===== src/rtl/pingpong_merge.sv =====
// Ping-pong merge: buffers two AXI-Stream branches in private FIFOs and drains
// them alternately in fixed-size groups, regenerating tlast per packet.
module pingpong_merge #(
  parameter int DW          = 128,
  parameter int PP_GROUP    = 2,
  parameter int PACKET_SIZE = 2,
  parameter int FIFO_DEPTH  = 8
) (
  input  logic                        clk,
  input  logic                        resetn,

  input  logic [DW-1:0]               axis_in1_tdata,
  input  logic                        axis_in1_tvalid,
  output logic                        axis_in1_tready,

  input  logic [DW-1:0]               axis_in2_tdata,
  input  logic                        axis_in2_tvalid,
  output logic                        axis_in2_tready,

  output logic [DW-1:0]               axis_out_tdata,
  output logic                        axis_out_tvalid,
  input  logic                        axis_out_tready,
  output logic                        axis_out_tlast,

  output logic [$clog2(FIFO_DEPTH):0] fifo1_level,
  output logic [$clog2(FIFO_DEPTH):0] fifo2_level
);

  localparam int AW = $clog2(FIFO_DEPTH);
  localparam int LW = AW + 1;

  localparam logic [15:0] GROUP_LAST = 16'(PP_GROUP * PACKET_SIZE - 1);
  localparam logic [15:0] PKT_LAST   = 16'(PACKET_SIZE - 1);

  typedef enum logic {
    SRC1 = 1'b0,
    SRC2 = 1'b1
  } path_e;

  // Per-branch views; index 0 is branch 1, index 1 is branch 2.
  logic [1:0][DW-1:0] in_data;
  logic [1:0]         in_valid;
  logic [1:0]         in_ready;
  logic [1:0][DW-1:0] head;
  logic [1:0]         empty;
  logic [1:0][LW-1:0] level;
  logic [1:0]         pop;

  assign in_data  = {axis_in2_tdata, axis_in1_tdata};
  assign in_valid = {axis_in2_tvalid, axis_in1_tvalid};

  assign axis_in1_tready = in_ready[0];
  assign axis_in2_tready = in_ready[1];
  assign fifo1_level     = level[0];
  assign fifo2_level     = level[1];

  // ---------------------------------------------------------------------------
  // Input FIFOs. Level is kept separately from the pointers so full and empty
  // are unambiguous; ready depends on stored level only, so a same-cycle pop
  // never admits a write into a full FIFO.
  // ---------------------------------------------------------------------------
  for (genvar b = 0; b < 2; b++) begin : g_fifo
    logic [DW-1:0] mem_q [FIFO_DEPTH];
    logic [AW-1:0] wr_ptr_q, wr_ptr_d;
    logic [AW-1:0] rd_ptr_q, rd_ptr_d;
    logic [LW-1:0] level_q, level_d;
    logic          full;
    logic          push;

    assign full        = (level_q == LW'(FIFO_DEPTH));
    assign in_ready[b] = resetn && !full;
    assign push        = in_valid[b] && in_ready[b];
    assign empty[b]    = (level_q == '0);
    assign head[b]     = mem_q[rd_ptr_q];
    assign level[b]    = level_q;

    // NOTE: every always_comb output gets its default first, so no path leaves
    // it unassigned and no latch is inferred.
    always_comb begin
      wr_ptr_d = wr_ptr_q;
      rd_ptr_d = rd_ptr_q;
      level_d  = level_q;
      if (push)   wr_ptr_d = wr_ptr_q + AW'(1);
      if (pop[b]) rd_ptr_d = rd_ptr_q + AW'(1);
      case ({push, pop[b]})
        2'b10:   level_d = level_q + LW'(1);
        2'b01:   level_d = level_q - LW'(1);
        default: level_d = level_q;
      endcase
    end

    // NOTE: sequential state uses non-blocking assignments only; combinational
    // blocks use blocking ones.
    always_ff @(posedge clk) begin
      if (!resetn) begin
        wr_ptr_q <= '0;
        rd_ptr_q <= '0;
        level_q  <= '0;
      end else begin
        wr_ptr_q <= wr_ptr_d;
        rd_ptr_q <= rd_ptr_d;
        level_q  <= level_d;
      end
    end

    // NOTE: the storage array is deliberately not reset; the pointers and
    // level alone decide which entries are valid.
    always_ff @(posedge clk) begin
      if (push) mem_q[wr_ptr_q] <= in_data[b];
    end
  end

  // ---------------------------------------------------------------------------
  // Merge FSM: drain one full group from the selected branch, then toggle.
  // ---------------------------------------------------------------------------
  path_e       path_q, path_d;
  logic [15:0] beat_cnt_q, beat_cnt_d;
  logic [15:0] pkt_cnt_q, pkt_cnt_d;
  logic        sel;
  logic        out_fire;

  assign sel             = (path_q == SRC2);
  assign axis_out_tvalid = !empty[sel];
  assign axis_out_tdata  = head[sel];
  assign axis_out_tlast  = (pkt_cnt_q == PKT_LAST);
  assign out_fire        = axis_out_tvalid && axis_out_tready;

  // Only the selected FIFO is ever popped; a starved branch stalls the output.
  assign pop = out_fire ? (sel ? 2'b10 : 2'b01) : 2'b00;

  always_comb begin
    path_d     = path_q;
    beat_cnt_d = beat_cnt_q;
    pkt_cnt_d  = pkt_cnt_q;
    if (out_fire) begin
      if (beat_cnt_q == GROUP_LAST) begin
        beat_cnt_d = '0;
        path_d     = (path_q == SRC1) ? SRC2 : SRC1;
      end else begin
        beat_cnt_d = beat_cnt_q + 16'd1;
      end
      if (pkt_cnt_q == PKT_LAST) pkt_cnt_d = '0;
      else                       pkt_cnt_d = pkt_cnt_q + 16'd1;
    end
  end

  always_ff @(posedge clk) begin
    if (!resetn) begin
      path_q     <= SRC1;
      beat_cnt_q <= '0;
      pkt_cnt_q  <= '0;
    end else begin
      path_q     <= path_d;
      beat_cnt_q <= beat_cnt_d;
      pkt_cnt_q  <= pkt_cnt_d;
    end
  end

endmodule


===== config.mk =====
export PLATFORM = sky130hd
export DESIGN_NAME = pingpong_merge
export DESIGN_NICKNAME = d
export VERILOG_FILES = /design/src/rtl/pingpong_merge.sv
export SDC_FILE = /design/constraint.sdc
export NUM_CORES = 2
export LEC_CHECK = 0
export ABC_AREA = 1
export BUFFER_PORTS_ARGS = -buffer_cell sky130_fd_sc_hd__clkbuf_2
export CORE_ASPECT_RATIO = 0.9
export CORE_UTILIZATION = 49
export CTS_BUF_LIST = sky130_fd_sc_hd__clkbuf_4 sky130_fd_sc_hd__clkbuf_8
export CTS_CLUSTER_SIZE = 16
export DETAILED_ROUTE_END_ITERATION = 10
export PLACE_DENSITY = 0.66
export REMOVE_ABC_BUFFERS = 1
export SYNTH_ARGS = -nofsm -noshare
export SYNTH_HDL_FRONTEND = slang
export SYNTH_SLANG_ARGS = --single-unit

===== constraint.sdc =====
create_clock -name clk -period 33.8 [get_ports clk]
set_input_delay 6.76 -clock clk [delete_from_list [all_inputs] [get_ports clk]]
set_output_delay 6.76 -clock clk [all_outputs]
set_load 0.01 [all_outputs]

Yosys cells after proc, flatten, opt, wreduce, memory -nomap -nowiden
Memory sizes are Yosys's and may differ from the RTL's. A register that Yosys moved wholly into a read port is not among the register bits.
Index checks and enable logic that the tools add are counted.
{ "word_totals": {"input_bits": 261, "mem_count": 2, "mem_bits_rw": 2048, "regBits": 53, "elab_cells": 62, "out_inout_bits": 140} }
{ "op_classes": {"reduce_logical": 13, "n_eq_ne": 8, "add_sub_neg": 10, "order_cmp": 1, "n_mux": 19} }
{ "memory_table": {"columns": ["name", "words", "word_bits", "rd", "rd_clocked_by_memory_dff", "write_ports", "line_no", "rtl"], "rows": [
  ["g_fifo[0].mem_q", 8, 128, 1, 1, 1, "63", "logic [DW-1:0] mem_q [FIFO_DEPTH];"],
  ["g_fifo[1].mem_q", 8, 128, 1, 1, 1, "63", null]
]} }
{ "ops": {"columns": ["cell", "n"], "rows": [
  ["$mux 128", 2],
  ["$add 16x1->16 const B", 2],
  ["$mux 16", 2],
  ["$eq 16x1->1 const B", 1],
  ["$eq 16x2->1 const B", 1],
  ["$pmux 4 s2", 2],
  ["$add 3x1->3 const B", 4],
  ["$mux 3", 4],
  ["$add 4x1->4 const B", 2],
  ["$eq 4x4->1 const B", 2],
  ["$logic_not 4->1", 2],
  ["$sub 4x1->4 const B", 2],
  ["$mux 1", 7],
  ["$logic_and 1x1->1", 5],
  ["$eq 2x1->1 const B", 2],
  ["$eq 2x2->1 const B", 2],
  ["$mux 2", 2],
  ["$reduce_bool 2->1", 2],
  ["$logic_not 1->1", 3],
  ["$lt 1x2->1 const B", 1],
  ["$reduce_and 2->1", 1]
]} }

Logic depth before layout (Yosys ltp)
{ "logic_depth": {"word_depth": 8, "ltp_mapped": 15, "ltp_nobuf": 14} }

Least setup slack after synthesis
Ideal clock, no wire load.
{ "synth_timing": {"kind": "input port to flip-flop", "start": "input resetn", "end": "memory g_fifo[1].mem_q[1][0] (enable)", "stages": 3, "setup_time_ps": 773, "t_arrival_ps": 15985, "t_required_ps": 33027, "path_buffers": 1, "path_slack_ps": 17042, "cell_sequence": "clkbuf_1 nand3_1 nor3_1"} }
{ "synth_via": {"elab_chain_len": 4} }
{ "synth_lines": {"columns": ["item", "line_no", "rtl"], "rows": [
  ["start: declaration", "10", "input logic resetn,"],
  ["$logic_and 1x1->1", "71", "assign in_ready[b] = resetn && !full;"],
  ["$logic_and 1x1->1", "72", "assign push = in_valid[b] && in_ready[b];"],
  ["$mux 1", "109", "if (push) mem_q[wr_ptr_q] <= in_data[b];"],
  ["$mux 1 (implied by the code)", "109", null],
  ["end: declaration", "63", null]
]} }
No other way between the ends.

Worst setup path after layout
{ "layout_timing": {"start": "input resetn", "end": "output axis_in1_tready"} }
{ "layout_via": {"elab_chain_len": 1} }
{ "layout_lines": {"columns": ["item", "line_no", "rtl"], "rows": [
  ["$logic_and 1x1->1", "71", null],
  ["end: declaration", "14", "output logic axis_in1_tready,"]
]} }
No other way between the ends.

==> results.sh <==
export IMPL_fin_crit_sh_pct=43.48
export IMPL_cts_buffers=346
export IMPL_crit_path_end_kind="output port"
export IMPL_crit_type="in -> out"
export IMPL_yosysTopAreaCell="edfxtp_1"
export IMPL_p_clk_share_pct=35.7
export IMPL_grt_pass1_wl_mm=312.0
export IMPL_drive_above_1_share_pct=13.72
export IMPL_startpoint="resetn"
export IMPL_seq_power_share_pct=51.0
export IMPL_required_ps=27040
export IMPL_critPathLaunchType="primary input"
export IMPL_post_cts_resized=0
export IMPL_synth_seq_area_share_pct=74.06
export IMPL_final_common_cell="edfxtp_1"
export IMPL_die_area_um2=174400
export IMPL_firstDrtPassIters=6
export IMPL_status="finished clean"
export IMPL_coreArea_um2=171300
export IMPL_cpLargestDelayFamily="buffers and inverters"
export IMPL_antenna_left=0
export IMPL_avgSynthCellArea_um2=12.59
export IMPL_worstPathCellList="clkbuf_2 -> inv_2 -> a31oi_1 -> clkbuf_2"
export IMPL_grt_pass1_vias=50180
export IMPL_layout_common_cells="2,048 x edfxtp_1, 844 x nor2_1, 632 x o21ai_0, 576 x nand3_1, 572 x inv_1"
export IMPL_ys_warn_count=0
export IMPL_cap_violations=0
export IMPL_multiInputGateArea_um2=17840
export IMPL_final_cells=9637
export IMPL_antenna_found_initial=59
export IMPL_setup_ws_ps=19100
export IMPL_clockBufferDepth=4
export IMPL_holdBufCountCts=0
export IMPL_final_setup_viol_count=0
export IMPL_cts_clk_slew_worst_paths_ps=60
export IMPL_seq_area_um2=62710
export IMPL_gp_congestion=0.8073
export IMPL_power_switching_mw=1.522
export IMPL_rr_startpoint="fifo1_level[1]$_SDFFE_PN0P_"
export IMPL_synthTopCellsByArea="edfxtp_1 73%, o211ai_1 4.5%, nor2_1 3.8%"
export IMPL_fin_util_pct=55.20
export IMPL_final_max_slew_violation_count=0
export IMPL_routed_wl_mm=210.8
export IMPL_ff2ff_path_depth=6
export IMPL_synth_top_area_share_pct=72.67
export IMPL_fin_nets=7393
export IMPL_power_total_mw=5.788
export IMPL_synthCells=6722
export IMPL_hold_violations=0
export IMPL_grt_start_max_net_pins=245
export IMPL_die_height_um=396.3
export IMPL_start_util_pct=49.39
export IMPL_path_depth=4
export IMPL_cp_common_cell="clkbuf_2"
export IMPL_worst_pin_slew_ps=1253
export IMPL_syn_to_final_growth_pct=11.76
export IMPL_fillers=13940
export IMPL_hold_class="reg -> reg"
export IMPL_ios=401
export IMPL_cts_htree_levels=5
export IMPL_viasPerCell=5.517
export IMPL_drt_iter0_drc=5106
export IMPL_remaining_drc_errors=0
export IMPL_cts_tree="built"
export IMPL_r2r_end="g_fifo[0].mem_q[4][48]$_DFFE_PP_"
export IMPL_rsz0062_at_grt="no"
export IMPL_overflow=0
export IMPL_cellPowerDensity_nw_per_um2=61.20
export IMPL_comb_power_share_pct=13.3
export IMPL_fmax_ghz=0.06804
export IMPL_endpoint="axis_in1_tready"
export IMPL_insertion_delay_ps=1060
export IMPL_fin_skew_ps=66.46
export IMPL_cp_slowest_cell="inv_2"
export IMPL_cts_root_buffer="clkbuf_8"
export IMPL_vias=53170
export IMPL_critPathBufInv=3
export IMPL_critPathMaxStageDelay_ps=640
export IMPL_internal_power_mw=4.266
export IMPL_io_buffers=400
export IMPL_r2r_setup_slack_ps=29920
export IMPL_cts_setup_buffers=0
export IMPL_fp_dieW_um=440.1
export IMPL_dp_hpwl_mm=110.0
export IMPL_dp_slack_ps=19090
export IMPL_min_period_ps=14700
export IMPL_place_inst=9034
export IMPL_relSlewSlack_pct=16.45
export IMPL_cp_arrival_ps=7940
export IMPL_swShare_pct=26.30
export IMPL_cp_max_fo=45
export IMPL_wl_per_cell_um=21.87
export IMPL_leakage_nw=32.81
export IMPL_synth_seq_cells=2107
export IMPL_cts_sinks=2107
export IMPL_rows=144
export IMPL_synth_area_um2=84630
export IMPL_vdd_ir_drop_max_mv=0.05448
export IMPL_tns_ps=0
export IMPL_grt_use_total_pct=23.81
export IMPL_synth_cell_type_count=24
==> logic make-up after synthesis <==
logic type / share of synthesized area (%)
flip-flops: 74.06
AND/OR/NAND/NOR: 9.657
AO/OA/AOI/OAI: 11.01
buffers and inverters: 4.975
adder cells (fa/ha/maj): 0.1922
XOR/XNOR: 0.1035
==> final cells by class <==
class	count	share of cell area [%]
flip-flops and latches	2107	66.30
clock inverters	117	0.6152
diodes	27	0.07144
clock buffers	459	5.978
well taps	2263	2.994
inverters	578	2.327
repair buffers	486	2.852
multi-input cells	3600	18.86
==> per-layer routing <==
metal  track usage [%]  vias to the layer above  wire length (um)
li1                  -                    25090                 -
met1             32.77                    25990             90520
met2             37.57                     1616            100600
met3             4.692                      427             13310
met4             8.898                       44              6012
met5                 0                        -               306
==> synthesized netlist by cell type, drive strengths merged <==
master	n
nor2	852
nand4	11
a21oi	303
nand3b	2
o211ai	512
o21ai	788
buf	227
xor2	8
a31oi	2
nand3	576
clkbuf	210
inv	578
nand2	519
nor3	12
ha	13
xnor2	2
edfxtp	2048
dfxtp	59
==> how the worst min path moves through the flow <==
stage	startpoint	to	slack (ps)	cells after the start
detailed placement	g_fifo[0].rd_ptr_q[0]$_SDFFE_PN0P_	g_fifo[0].rd_ptr_q[0]$_SDFFE_PN0P_	470	1
global route	beat_cnt_q[15]$_SDFFE_PN0N_	beat_cnt_q[15]$_SDFFE_PN0N_	510	2
finish	g_fifo[0].rd_ptr_q[0]$_SDFFE_PN0P_	g_fifo[0].rd_ptr_q[0]$_SDFFE_PN0P_	480	1
global placement	g_fifo[0].rd_ptr_q[1]$_SDFFE_PN0P_	flip-flop	460	2
floorplan	g_fifo[0].rd_ptr_q[0]$_SDFFE_PN0P_	flip-flop	450	1
CTS	g_fifo[1].rd_ptr_q[1]$_SDFFE_PN0P_	flip-flop	490	2
==> power by group through the flow <==
stage,clock network [mW],logic [mW],registers (mW)
global placement,0,0.759,3.00
global route,2.21,0.860,2.96
finish,2.07,0.769,2.95
detailed placement,0,0.771,3.01
CTS,2.11,0.774,2.95
floorplan,0,0.576,3.10
==> sequential cells by signal, indices dropped and copies added (netlist names), named ones only <==
| signal | flops |
|---|---|
| beat_cnt_q | 16 |
| g_fifo.mem_q | 2048 |
| pkt_cnt_q | 16 |
| g_fifo.rd_ptr_q | 6 |
| fifo1_level | 4 |
| g_fifo.wr_ptr_q | 6 |
| fifo2_level | 4 |
| path_q | 1 |
==> metrics by stage <==
| step | cell area [um^2] | hold slack (ps) |
|---|---|---|
| after floorplan | 82590 | 447.6 |
| after global placement | 88280 | 464.8 |
| after detailed placement | 88280 | 471.5 |
| after CTS | 94510 | 485.5 |
| after global routing | 94570 | 511.4 |
| final | 94580 | 484.1 |
Power figures use the tool's default switching activity.
